**config.mk**
```make
export PLATFORM = sky130hd
export DESIGN_NAME = branch_hazard_ctrl
export DESIGN_NICKNAME = d
export VERILOG_FILES = /design/src/rtl/branch_hazard_ctrl.sv
export SDC_FILE = /design/constraint.sdc
export NUM_CORES = 1
export LEC_CHECK = 0
export ABC_AREA = 1
export CAP_MARGIN = 20
export CORE_AREA = 2 2 63 65
export CTS_BUF_LIST = sky130_fd_sc_hd__clkbuf_16
export DETAILED_ROUTE_END_ITERATION = 10
export DIE_AREA = 0 0 65 67
export PLACE_DENSITY_LB_ADDON = 0.12
export RECOVER_POWER = 50
export SLEW_MARGIN = 20
export SYNTH_ARGS = -nofsm -noshare
export SYNTH_HDL_FRONTEND = slang
export SYNTH_SLANG_ARGS = --single-unit
```
**constraint.sdc**
```tcl
create_clock -name clk -period 1.26 [get_ports clk]
set_input_delay 0.252 -clock clk [delete_from_list [all_inputs] [get_ports clk]]
set_output_delay 0.252 -clock clk [all_outputs]
set_load 0.05 [all_outputs]
```
**src/rtl/branch_hazard_ctrl.sv**
```systemverilog
// branch_hazard_ctrl
//   Drives the fetch stage's flow-change and stall inputs. Decode metadata is
//   captured into an ID/EX control register. Conditional branches resolve in
//   EX against a registered Z/V/N flag set. The block also detects load-use
//   hazards and sequences a processor halt through two drain cycles.
//
// Ports
//   clk, rst                 clock, asynchronous active-high reset
//   id_valid                 IM/ID holds a real instruction (not a bubble)
//   id_br / id_jmp           conditional branch / unconditional jump
//   id_cond[2:0]             branch condition code
//   id_target[15:0]          resolved branch/jump destination
//   id_hlt / id_load         halt / load instruction
//   id_rd, id_rs, id_rt      destination and source register specifiers
//   id_uses_rs, id_uses_rt   source register actually read
//   ex_flags_we              instruction in EX updates the flags
//   ex_z, ex_v, ex_n         ALU flags from EX
//   flow_change_ID_EX        fetch takes dst_ID_EX next cycle
//   dst_ID_EX[15:0]          redirect target
//   stall                    hold PC and IM/ID
//   flush                    kill IM/ID contents
//   halted                   processor stopped
module branch_hazard_ctrl (
  input  logic        clk,
  input  logic        rst,
  input  logic        id_valid,
  input  logic        id_br,
  input  logic        id_jmp,
  input  logic [2:0]  id_cond,
  input  logic [15:0] id_target,
  input  logic        id_hlt,
  input  logic        id_load,
  input  logic [3:0]  id_rd,
  input  logic [3:0]  id_rs,
  input  logic [3:0]  id_rt,
  input  logic        id_uses_rs,
  input  logic        id_uses_rt,
  input  logic        ex_flags_we,
  input  logic        ex_z,
  input  logic        ex_v,
  input  logic        ex_n,
  output logic        flow_change_ID_EX,
  output logic [15:0] dst_ID_EX,
  output logic        stall,
  output logic        flush,
  output logic        halted
);

  typedef enum logic [1:0] {RUN, DRAIN1, DRAIN2, HALTED} state_t;

  state_t      state, state_nxt;

  logic        idex_v, idex_br, idex_jmp, idex_hlt, idex_load;
  logic [2:0]  idex_cond;
  logic [15:0] idex_target;
  logic [3:0]  idex_rd;

  logic        flag_z, flag_v, flag_n;
  logic        cond_met, taken, load_hazard;

  // ID/EX control register and flag register. Fields other than v load every
  // edge; v alone decides whether the entry is a bubble.
  always_ff @(posedge clk or posedge rst) begin
    if (rst) begin
      idex_v      <= 1'b0;
      idex_br     <= 1'b0;
      idex_jmp    <= 1'b0;
      idex_hlt    <= 1'b0;
      idex_load   <= 1'b0;
      idex_cond   <= '0;
      idex_target <= '0;
      idex_rd     <= '0;
      flag_z      <= 1'b0;
      flag_v      <= 1'b0;
      flag_n      <= 1'b0;
    end else begin
      idex_v      <= id_valid & ~stall & ~flush;
      idex_br     <= id_br;
      idex_jmp    <= id_jmp;
      idex_hlt    <= id_hlt;
      idex_load   <= id_load;
      idex_cond   <= id_cond;
      idex_target <= id_target;
      idex_rd     <= id_rd;
      if (ex_flags_we) begin
        flag_z <= ex_z;
        flag_v <= ex_v;
        flag_n <= ex_n;
      end
    end
  end

  always_ff @(posedge clk or posedge rst) begin
    if (rst) state <= RUN;
    else     state <= state_nxt;
  end

  always_comb begin
    cond_met = 1'b0;
    case (idex_cond)
      3'b000:  cond_met = ~flag_z;
      3'b001:  cond_met = flag_z;
      3'b010:  cond_met = ~flag_z & ~flag_n;
      3'b011:  cond_met = flag_n;
      3'b100:  cond_met = ~flag_n;
      3'b101:  cond_met = flag_z | flag_n;
      3'b110:  cond_met = flag_v;
      default: cond_met = 1'b1;
    endcase
  end

  assign taken = idex_v & (idex_jmp | (idex_br & cond_met));

  assign load_hazard = id_valid & idex_v & idex_load & (idex_rd != 4'd0) &
                       ((id_uses_rs & (id_rs == idex_rd)) |
                        (id_uses_rt & (id_rt == idex_rd)));

  // Halt states dominate; in RUN a taken flow change suppresses the load-use
  // stall because the dependent instruction is being flushed anyway.
  always_comb begin
    state_nxt         = state;
    flow_change_ID_EX = 1'b0;
    stall             = 1'b0;
    halted            = 1'b0;
    case (state)
      RUN: begin
        flow_change_ID_EX = taken;
        if (idex_v & idex_hlt) begin
          state_nxt = DRAIN1;
          stall     = 1'b1;
        end else begin
          stall = load_hazard & ~taken;
        end
      end
      DRAIN1: begin
        stall     = 1'b1;
        state_nxt = DRAIN2;
      end
      DRAIN2: begin
        stall     = 1'b1;
        state_nxt = HALTED;
      end
      HALTED: begin
        stall  = 1'b1;
        halted = 1'b1;
      end
      default: state_nxt = RUN;
    endcase
  end

  assign flush     = flow_change_ID_EX;
  assign dst_ID_EX = idex_target;

endmodule

```
==> impl_metrics.yaml, run 1 <==
run_status:
  status: "finished, violations left"
  violations: "setup timing"
placed_design:
  dp.final_hpwl_um: 2150
  place_congestion: 0.696
  portBuffers: 63
die:
  die_h_um: 67
  die_w_um: 65
  core_um2: 3610
  dieArea_um2: 4360
  start_util: 0.336
  ios: 64
  rows: 22
critical_path:
  arrival_ps: 1490
  crit_path_start_kind: "flip-flop"
  critPathTopFamily: "simple AND/OR/NAND/NOR gates"
  critPathBufInv: 2
  crit_slowest_cell: "dfrtp_1"
  path_class: "reg -> out"
  cp_slowest_stage_delay_ps: 410
  critPathRequiredTime_ps: 1010
  crit_chain: "nor2_1 > nand2_1 > nand2_2 > a21oi_2 > nand2_1 > nand2_2 > nand3_4 > clkinvlp_4 > buf_12"
  crit_fanout: 4
  critPathCaptureType: "primary output"
logic_synthesis:
  synth_nets: 159
  yosysWarnings: 0
  syn_avg_cell_area_um2: 10.8
  synth_seq_cells: 33
  netlist_area_um2: 1210
  synth_cell_types: 18
  syn_inst: 112
  yosysSeqAreaShare: 0.681
routing:
  drtIter0Drc: 34
  drt_wl_total_um: 2780
  vias: 1036
  drc: 0
  ant_nets: 0
  avgRoutedWirePerCell_um: 11.5
  drtPass1Iterations: 4
  routed_via_density: 4.30
clock_network:
  htreeDepth: 2
  root_buffer: "clkbuf_16"
  clk_pin_slew_worst_paths_ps: 50
  numCtsBuffers: 5
  clk_latency_ps: 270
  cts_max_path_buffers: 2
  cts.sinks: 33
  postCtsHoldBufs: 0
  cts_tree: "done"
sta:
  finalMaxSlewViolations: 0
  holdWs_ps: 320
  tightest_slew_ps: 392
  setup_viol: 5
  finalClockSkew_ps: 2.64
  period_share: 1.38
  finalHoldViolations: 0
  final.min_clock_period_ps: 1740
  relSlewSlack: 0.739
  rsz0062_at_grt: "yes"
  max_freq_mhz: 574
  setup_ws_ps: -483
flow_run:
  drv_cap: 0
power_and_ir_drop:
  p_leak_uw: 0.00109
  pwr-share-clk: 0.310
  switchingPower_uw: 1090
  switching_share: 0.300
  pwr-share-seq: 0.337
  power.internal_uw: 2550
  max-vdd-ir-drop_uv: 1230
  comb_power_share: 0.353
  p_per_area_nw_per_um2: 1530
global_route:
  antenna_found_initial: 0
  track_usage: 0.149
  grt_overflow_total: 0
  grt_first_pass_wirelength_um: 4710
  grt_pass1_vias: 1140
  grt_max_degree: 30
finish:
  drive_above_1_share: 0.290
  finalNetCount: 239
  antenna-diode-count: 0
  postLayoutCoreUtil: 0.661
  syn_to_final_growth_pct: 96.6
min_path:
  hold_path.class: "in -> async"
## registers in the layout (all words and copies together) (netlist names)
| register | count |
|---|---|
| flag_n | 1 |
| flag_z | 1 |
| idex_br | 1 |
| state | 2 |
| idex_hlt | 1 |
| idex_load | 1 |
| dst_ID_EX | 16 |
| idex_rd | 4 |
| flag_v | 1 |
| idex_v | 1 |
| idex_jmp | 1 |
| idex_cond | 3 |
## layout by cell type, fill, tap and decap left out
master / n
inv_2: 3
nor2_2: 2
nand3_1: 5
xnor2_1: 3
mux2_2: 1
buf_6: 2
inv_1: 12
nand2_4: 1
a21oi_2: 2
clkbuf_4: 1
nand3_4: 1
clkinv_2: 2
buf_4: 8
nand4_1: 2
o21ai_1: 2
nor2_4: 1
ha_4: 1
nor2_1: 10
nand2_1: 20
o21ai_0: 3
clkinvlp_4: 2
dlygate4sd3_1: 28
a21oi_1: 1
clkdlybuf4s50_1: 15
ha_1: 2
dfrtp_1: 33
nand2_2: 4
a21boi_1: 1
buf_12: 20
clkbuf_16: 5
## power groups by stage
stage	clock [uW]	combinational (uW)	sequential, uW
2_1_floorplan	0	450	1320
3_3_place_gp	0	1110	1240
3_5_place_dp	0	1130	1240
4_1_cts	1170	1270	1230
5_1_grt	1230	1400	1230
6_report	1130	1290	1230
## logic make-up (layout without fill, tap and decap cells)
kind of cell | Yosys count | count (layout) | synth area share
multiplexers | 1 | 1 | 0.00929
flip-flops | 33 | 33 | 0.681
buffers and inverters | 17 | 98 | 0.0557
AND/OR/NAND/NOR | 46 | 46 | 0.159
adder cells (fa/ha/maj) | 3 | 3 | 0.0310
XOR/XNOR | 3 | 3 | 0.0217
AO/OA/AOI/OAI | 9 | 9 | 0.0423
## per-stage QoR
stage	std cells	power (uW)	area (um2)	setup WS (ps)	setup TNS, ps
6_report	241	3640	2380	-483	-1750
5_1_grt	241	3860	2380	-625	-2530
4_1_cts	240	3660	2380	-508	-1720
3_5_place_dp	231	2380	2190	-482	-1250
3_3_place_gp	231	2340	2190	-462	-1040
2_1_floorplan	112	1770	1230	-307	-460
## final cells by class
type	count	area, um2
flip-flops and latches	33	826
fillers	276	1220
clock inverters	3	17.5
well taps	48	60.1
clock buffers	5	125
inverters	16	63.8
multi-input cells	62	370
repair buffers	74	921
## final timing paths
check | start | endpoint | slack (ps) | cells after the start
worst max-delay path | idex_cond[1] | flow_change_ID_EX | -480 | 9
min in group clk | flag_v | flag_v | 500 | 1
worst max register to register | idex_cond[1] | idex_v | -10 | 11
worst min register to register | flag_v | flag_v | 500 | 1
max in group asynchronous | rst | dst_ID_EX[7] | 290 | 3
worst min-delay path | rst | dst_ID_EX[5] | 320 | 2
## cell usage after synthesis
master	number	area, um2
dfrtp_1	33	826
nand2_1	23	86.3
inv_1	15	56.3
nor2_1	12	45.0
nand3_1	6	30.0
ha_1	3	37.5
o21ai_0	3	15.0
xnor2_1	3	26.3
a21oi_1	2	10.0
nand2_2	2	12.5
nand4_1	2	12.5
o21ai_1	2	10.0
a21boi_1	1	7.51
a21oi_2	1	8.76
buf_4	1	7.51
inv_2	1	3.75
mux2_2	1	11.3
nor2_2	1	6.26
## timing repair
| item | in CTS | in global routing |
|---|---|---|
| pin swaps | 1 | 0 |
| setup buffers | 2 | 1 |
| gates resized for setup | 10 | 3 |
| endpoints found under the setup margin | 7 | 7 |
## metal layers
metal,vias to the layer above,global-route usage,part of all wire
met5,-,0,0
met2,54,0.263,0.52
met3,4,0.0946,0.14
li1,502,-,-
met4,0,0.0559,0.010
met1,476,0.137,0.33
Note: power is estimated with default switching activity, not from simulation.
==> run 2: changes to the inputs <==
TNS_END_PERCENT = 50   (was default)
==> run 2 against run 1 <==
Compared with the run above: the run still ends with setup timing left; flip-flop and latch count unchanged; via count shrank 4.2%; largest cell class unchanged; worst hold slack worse by 12 ps; clock power hardly changed; design area is 1.2% lower; first-iteration DRC count decreased by 8.8%.
==> impl_metrics.yaml, run 2 (synthesis results as in run 1) <==
finish:
  fin_area_um2: 2350
  antenna-diode-count: 0
  syn_to_final_growth_pct: 94.2
  finalNetCount: 239
  drive_above_1_share: 0.259
  largest_reg_flops: 16
  final_common_cell: "dfrtp_1"
  mostFrequentLayoutCells: "dfrtp_1 (33), dlygate4sd3_1 (27), nand2_1 (22), buf_12 (20), clkdlybuf4s50_1 (16)"
power_and_ir_drop:
  pwr-share-seq: 0.346
  max-vdd-ir-drop_uv: 1230
  switching_share: 0.302
  p_leak_uw: 0.00109
  p_per_area_nw_per_um2: 1510
  comb_power_share: 0.330
  switchingPower_uw: 1070
  pwr-share-clk: 0.324
  power.internal_uw: 2480
  finalPower_uw: 3550
clock_network:
  htreeDepth: 2
  clk_latency_ps: 280
  numCtsBuffers: 5
  cts_setup_buffers: 0
  cts_tree: "done"
  root_buffer: "clkbuf_16"
  cts.sinks: 33
  clk_pin_slew_worst_paths_ps: 60
  cts_max_path_buffers: 2
sta:
  finalHoldViolations: 0
  finalClockSkew_ps: 5.66
  tightest_slew_ps: 797
  finalMaxSlewViolations: 0
  fin_setup_tns_ps: -1690
  relSlewSlack: 0.469
  period_share: 1.39
  setup_ws_ps: -492
  max_freq_mhz: 571
  final.min_clock_period_ps: 1750
  rsz0062_at_grt: "yes"
  setup_viol: 7
global_route:
  grt_max_degree: 18
  antenna_found_initial: 0
  grt_overflow_total: 0
  track_usage: 0.153
  grt_pass1_vias: 1101
  grt_first_pass_wirelength_um: 4760
routing:
  drc: 0
  drtPass1Iterations: 4
  avgRoutedWirePerCell_um: 11.8
  drtIter0Drc: 31
  ant_nets: 0
  routed_via_density: 4.12
  drt_wl_total_um: 2850
  vias: 993
critical_path:
  crit_slowest_cell: "dfrtp_1"
  critPathCaptureType: "primary output"
  critPathBufInv: 2
  path_class: "reg -> out"
  critPathTopFamily: "simple AND/OR/NAND/NOR gates"
  cp_common_cell: "nand2_1"
  arrival_ps: 1500
  crit_path_start_kind: "flip-flop"
  crit_fanout: 4
  crit_chain: "nor2_1 > nand2_1 > nand2_1 > a21oi_2 > nand2_1 > nand2_2 > nand3_4 > clkinvlp_4 > buf_12"
  critPathRequiredTime_ps: 1010
  cp_slowest_stage_delay_ps: 400
placed_design:
  place_area_um2: 2190
  dp_slack_ps: -490
  portBuffers: 63
  dp.final_hpwl_um: 2240
  place_congestion: 0.709
die:
  core_um2: 3610
  rows: 22
  die_h_um: 67
  die_w_um: 65
  ios: 64
  dieArea_um2: 4360
  start_util: 0.336
min_path:
  hold_path.class: "in -> async"
run_status:
  status: "finished, violations left"
  violations: "setup timing"
flow_run:
  drv_cap: 0
## run 2: changes by cell type in the layout (fill, tap and decap cells not counted), sizes merged
cell           delta
clkdlybuf4s50     +1
clkinv            +1
clkinvlp          -1
dlygate4sd3       -1
## run 2: power groups by stage
stage / Sequential (uW) / Combinational [uW] / Clock, uW
CTS: 1230 / 1200 / 1190
finish: 1230 / 1170 / 1150
floorplan: 1320 / 439 / 0
global route: 1240 / 1280 / 1240
global placement: 1240 / 1100 / 0
detailed placement: 1240 / 1140 / 0
## run 2: final timing paths
| path | end | cells past startpoint | slack [ps] | from |
|---|---|---|---|---|
| worst max register to register | state[0] | 7 | -70 | state[0] |
| min in group clk | dst_ID_EX[14] | 1 | 520 | id_target[14] |
| worst min-delay path | idex_jmp | 3 | 310 | rst |
| worst min register to register | flag_v | 1 | 520 | flag_v |
| max in group asynchronous | dst_ID_EX[8] | 3 | 240 | rst |
| worst max-delay path | flush | 9 | -490 | idex_cond[1] |
## run 2: through the flow
stage | hold WS (ps) | instances | util
after floorplan | 283 | 112 | -
final | 308 | 241 | 0.653
after global routing | 345 | 241 | 0.653
after global placement | 494 | 233 | 0.607
after detailed placement | 523 | 233 | 0.607
after CTS | 307 | 241 | 0.653
## run 2: what timing repair did
action / 4_1_cts / 5_1_grt
hold buffers: 0 / 0
pin swaps: 1 / 0
setup endpoints to repair: 7 / 7
gates resized for setup: 6 / 1
## run 2: worst register-to-register path: cells and delay by family (launching register included)
family | cells | cell delay, ps
adder cells (fa/ha/maj) | 1 | 210
flip-flops | 1 | 360
AND/OR/NAND/NOR | 2 | 210
buffers and inverters | 2 | 200
AO/OA/AOI/OAI | 2 | 270
## run 2: cell type report
type / instances / area (um2)
inverters: 16 / 63.8
flip-flops and latches: 33 / 826
clock inverters: 3 / 17.5
fillers: 294 / 1250
well taps: 48 / 60.1
clock buffers: 5 / 125
multi-input cells: 62 / 349
repair buffers: 74 / 913
## run 2: metal layers
metal	track usage	wire length, um	vias to the layer above
met5	0	0	-
met4	0.0798	51	0
met3	0.0895	346	4
met2	0.258	1410	45
met1	0.147	1040	440
li1	-	-	504
